<file path="src/rtl/regfile_sb.sv">
// Scoreboarded multi-read-port register file; top index aliases pc + PC_OFFSET.
// Define REGFILE_BYPASS_EN to forward same-cycle writeback data to the read ports.
module regfile_sb #(
  parameter int unsigned DATA_W    = 32,
  parameter int unsigned NUM_REGS  = 16,
  parameter int unsigned NUM_RD    = 2,
  parameter int unsigned ADDR_W    = $clog2(NUM_REGS),
  parameter logic [DATA_W-1:0] PC_OFFSET = DATA_W'(8)
) (
  input  logic                     clk,
  input  logic                     rst_n,
  input  logic [DATA_W-1:0]        pc,
  input  logic [NUM_RD*ADDR_W-1:0] ra,
  output logic [NUM_RD*DATA_W-1:0] rd,
  output logic [NUM_RD-1:0]        rd_busy,
  input  logic                     we,
  input  logic [ADDR_W-1:0]        wa,
  input  logic [DATA_W-1:0]        wd,
  input  logic                     issue_valid,
  input  logic [ADDR_W-1:0]        issue_wa,
  output logic                     issue_ready,
  input  logic                     clr_start,
  output logic                     clr_busy
);

  localparam logic [ADDR_W-1:0] PC_IDX   = ADDR_W'(NUM_REGS - 1);
  localparam logic [ADDR_W-1:0] LAST_IDX = ADDR_W'(NUM_REGS - 2);

  typedef enum logic {IDLE, CLEAR} state_t;

  state_t              state;
  logic [ADDR_W-1:0]   clr_cnt;
  logic [NUM_REGS-1:0] busy;     // top bit (PC alias) is never set
  logic [DATA_W-1:0]   rf [NUM_REGS-1];

  logic idle;
  logic wr_fire;
  logic issue_fire;

  assign idle        = (state == IDLE);
  assign wr_fire     = we && idle && (wa != PC_IDX);
  assign issue_ready = idle && !busy[issue_wa] && (issue_wa != PC_IDX);
  assign issue_fire  = issue_valid && issue_ready;
  assign clr_busy    = (state == CLEAR);

  always_ff @(posedge clk or negedge rst_n) begin
    if (!rst_n) begin
      state   <= CLEAR;
      clr_cnt <= '0;
      busy    <= '0;
    end else begin
      case (state)
        IDLE: begin
          // issue is applied after writeback so a same-register issue wins
          if (wr_fire)    busy[wa]       <= 1'b0;
          if (issue_fire) busy[issue_wa] <= 1'b1;
          if (clr_start) begin
            state   <= CLEAR;
            clr_cnt <= '0;
          end
        end
        CLEAR: begin
          if (clr_cnt == LAST_IDX) begin
            state   <= IDLE;
            clr_cnt <= '0;
            busy    <= '0;
          end else begin
            clr_cnt <= clr_cnt + 1'b1;
          end
        end
        default: state <= IDLE;
      endcase
    end
  end

  // Storage has no reset; the clear sweep zeroes it.
  always_ff @(posedge clk) begin
    if (state == CLEAR) begin
      rf[clr_cnt] <= '0;
    end else if (wr_fire) begin
      rf[wa] <= wd;
    end
  end

  for (genvar g = 0; g < NUM_RD; g++) begin : g_rd
    logic [ADDR_W-1:0] addr;
    logic [DATA_W-1:0] data;
    logic              bsy;

    assign addr = ra[g*ADDR_W +: ADDR_W];

    always_comb begin
      if (addr == PC_IDX) begin
        data = pc + PC_OFFSET;
        bsy  = 1'b0;
      end else begin
        data = rf[addr];
        bsy  = busy[addr];
      end
`ifdef REGFILE_BYPASS_EN
      if (wr_fire && (wa == addr)) begin
        data = wd;
        bsy  = issue_fire && (issue_wa == addr);
      end
`else
`endif
    end

    assign rd[g*DATA_W +: DATA_W] = data;
    assign rd_busy[g]             = bsy;
  end

endmodule
</file>
<file path="config.mk">
export PLATFORM = sky130hd
export DESIGN_NAME = regfile_sb
export DESIGN_NICKNAME = d
export VERILOG_FILES = /design/src/rtl/regfile_sb.sv
export SDC_FILE = /design/constraint.sdc
export NUM_CORES = 1
export LEC_CHECK = 0
export ABC_CLOCK_PERIOD_IN_PS = 3700
export CAP_MARGIN = 15
export CORE_UTILIZATION = 55
export CTS_BUF_LIST = sky130_fd_sc_hd__clkbuf_8 sky130_fd_sc_hd__clkbuf_16
export DETAILED_ROUTE_END_ITERATION = 12
export PLACE_DENSITY = 0.81
export SETUP_SLACK_MARGIN = 0.02
export SYNTH_ARGS = -nofsm -noshare
export SYNTH_HDL_FRONTEND = slang
export SYNTH_SLANG_ARGS = --single-unit
export TNS_END_PERCENT = 20
</file>
<file path="constraint.sdc">
create_clock -name clk -period 3.7 [get_ports clk]
set_input_delay 0.74 -clock clk [delete_from_list [all_inputs] [get_ports clk]]
set_output_delay 0.74 -clock clk [all_outputs]
set_load 0.03 [all_outputs]
</file>
==> impl_metrics.ini <==
[clock_network]
clock_sinks = 500
path_clk_slew_ps = 60
cts.htree.levels = 2
max-clock-path-buffers = 3
cts-root-buf = clkbuf_16
cts_tree = yes
cts_setup_buffers = 0
numCtsBuffers = 51
clk_latency_ps = 610

[yosys]
async_flop_share_pct = 4.000
synth-compound-area-share_pct = 6.868
synth_area_leaders = edfxtp_1, mux4_2, mux2i_1, dfrtp_1, o21ai_0
netlist.area_leader.share_pct = 57.25
synth_area_sq_um = 25180
ys_seq_area_share_pct = 59.24
synth_top_family_by_area = multiplexers
yosysWarnings = 0
synthTopCellsByCount = edfxtp_1, mux4_2, mux2i_1
synthMuxAreaShare_pct = 24.87
syn-instance-count = 1540
synth_top_flop_cell = edfxtp_1
synth_fa_ha_area_share_pct = 0.1491
avgSynthCellArea_sq_um = 16.35
yosysMostFrequentCell = edfxtp_1
yosysUniqueCellTypes = 64
synth_top_area_cell = edfxtp_1
synth_nets = 1628
yosys.area_share.simple_pct = 5.293
synth_edf_count = 480
synth_xor_area_share_pct = 0.8349
synth_seq_cells = 500

[power_and_ir_drop]
powerDensity_nw_per_um2 = 579.3
ir_worst_vdd_v = 0.0006956
p_leak_nw = 10.50

[sta]
fmax_mhz = 271.6
final_hold_viol_count = 0
post-route-min-period_ps = 3682
period_share_pct = 99.50
finClkSkew_ps = 17.34
relSlewSlack_pct = 39.40
rsz0062_at_grt = yes
setup-violations-final = 0
tightest_slew_ps = 906.2
drv_slew = 0

[min_path]
hp-start = busy[1]
min_path_type = register to register
worstHoldPathCells = 2
min_to = busy[1]

[cells_and_area]
fin_area_sq_um = 30420
seqCellArea_sq_um = 14920
num-nets-final = 1865
final_cell_count_no_fill = 2411
diodes = 0
syn_to_final_growth_pct = 20.84
multi_input_area_sq_um = 9802
fill_cells = 2943
drive_above_1_share_pct = 31.58

[grt]
grt_overflow = 0
grt_pass1_vias = 17350
antenna_found_initial = 0
track_usage_pct = 31.03
grt_max_degree = 44
grt_first_pass_wirelength_mm = 106.6

[route]
first_pass_iters = 6
wl_per_cell_microns = 29.73
drt_wl_total_mm = 71.68
ant_nets = 0
vias = 16860
drt_iter0_drc = 2113
drcViolationCount = 0
vias_per_cell = 6.993

[die]
die_w_microns = 216.0
die_area_sq_um = 46630
start_util_pct = 55.60
core-area_sq_um = 45280
boundaryPins = 153
rows = 78
die_h_microns = 216.0

[placed_design]
port_buffers = 152
placed_cell_area_sq_um = 28690
gp_congestion = 0.9618
dp.cells = 2324
dp_hpwl_mm = 44.73

[critical_path]
cpMaxStageDelayCell = clkdlybuf4s50_1
reg2reg_to = rf[2][27]
r2r_slack_ps = 940
setup.worst_path.class = primary input to primary output
r2r_cells = 6
startpoint_type = primary input
critPathRequiredTime_ps = 2960
r2r_start = clr_busy
worst_setup_path_end_kind = primary output
critPathMaxFanout = 6
crit_chain = clkdlybuf4s50_1 -> buf_4 -> nand2_1 -> nor3_1 -> xnor2_1 -> a21oi_1 -> a21o_1 -> buf_12
arrival_ps = 2940
cpPeakStageDelay_ps = 530

[status]
status = finished clean

[run]
maxCapViolCount = 0
-- final cells by class --
type	instances	share of cell area [%]
Clock buffer	51	4.195
Clock inverter	36	1.115
Inverter	12	0.1481
Multi-Input combinational cell	907	32.22
Sequential cell	500	49.03
Tap cell	600	2.468
Timing Repair Buffer	305	10.83
-- placed cells by master, fill, tap and decap left out, types with 9 or more instances in the layout --
cell             synthesis  final
clkbuf_16                0     51
o21ai_0                 53     53
mux2_1                  12     12
a211oi_1                20     20
nand2_1                 67     67
nand3_1                 19     19
nor2b_1                 21     21
buf_4                   26    158
mux4_2                 209    209
o211ai_1                19     19
a221oi_1                12     10
nor2_4                   0     15
dfrtp_1                 19     19
o21ai_1                 48     48
nor2_1                  47     32
o22ai_1                 29     29
buf_12                   0     63
nand4_1                 11     11
xor2_1                  16     16
mux2i_1                117    117
edfxtp_1               480    480
nor3_1                  11      9
inv_1                   12     21
a21oi_1                 22     20
and2_1                  35     35
clkdlybuf4s50_1          0     76
mux2_2                  22     22
clkinv_1                 0      9
-- per-stage QoR --
stage / total power (W) / TNS (ps) / hold WS, ps / utilization, % / setup WS [ps]
floorplan: 0.01045 / 0 / 444.4 / - / 178.9
global placement: 0.01239 / -371.0 / 546.8 / 63.35 / -99.12
detailed placement: 0.01259 / -330.0 / 547.4 / 63.35 / -89.51
CTS: 0.01757 / 0 / 564.3 / 66.93 / 2.999
global route: 0.01812 / -128.1 / 592.7 / 67.18 / -41.07
finish: 0.01762 / 0 / 558.6 / 67.18 / 18.50
-- worst max-delay path, delay by kind of cell --
family | cells | cell delay [ps]
buf+inv | 3 | 880
compound gates | 2 | 450
xor+xnor | 1 | 330
simple gates | 2 | 530
-- report_power, final --
group	switching (W)	internal, W
clock	0.00214	0.00291
sequential	0.000514	0.00748
combinational	0.00264	0.00194
total	0.00529	0.0123
-- routing by layer --
metal | vias up | routed length, microns | global-route usage, % | part of all wire [%]
li1 | 6842 | - | - | -
met1 | 8510 | 24900 | 39.74 | 35
met2 | 1227 | 35170 | 50.60 | 49
met3 | 282 | 7586 | 5.539 | 11
met4 | 0 | 4028 | 17.00 | 5.6
met5 | - | 0 | 0 | 0
-- sequential cells by signal, summed over array words and instances, names as in the netlist --
signal and count:
busy 15, clr_cnt 4, clr_busy 1, rf 480
-- logic make-up after synthesis --
kind of cell               Yosys count
buffers and inverters              133
muxes                              360
adders and majority gates            3
and+or+nand+nor                    252
DFF                                500
AOI/OAI and AO/OA                  268
xor gates and xnor gates            24
-- timing repair --
item / in CTS / in global routing
hold buffers: 0 / 0
cloned: 0 / 0
gates resized for setup: 2 / 23
pin swaps: 1 / 4
endpoints found under the setup margin: 14 / 23
-- worst max path at each step --
stage                         from       end  slack (ps)  cells past startpoint
after detailed placement     pc[4]    rd[27]         -90                     10
after global placement       pc[3]    rd[27]        -100                     10
after CTS                    pc[4]    rd[15]           3                      9
final                        pc[3]    rd[12]          20                      8
after floorplan           clr_busy  rf[0][0]         180                      7
after global routing         pc[3]    rd[14]         -40                      9
Note: power is estimated with default switching activity, not from simulation.
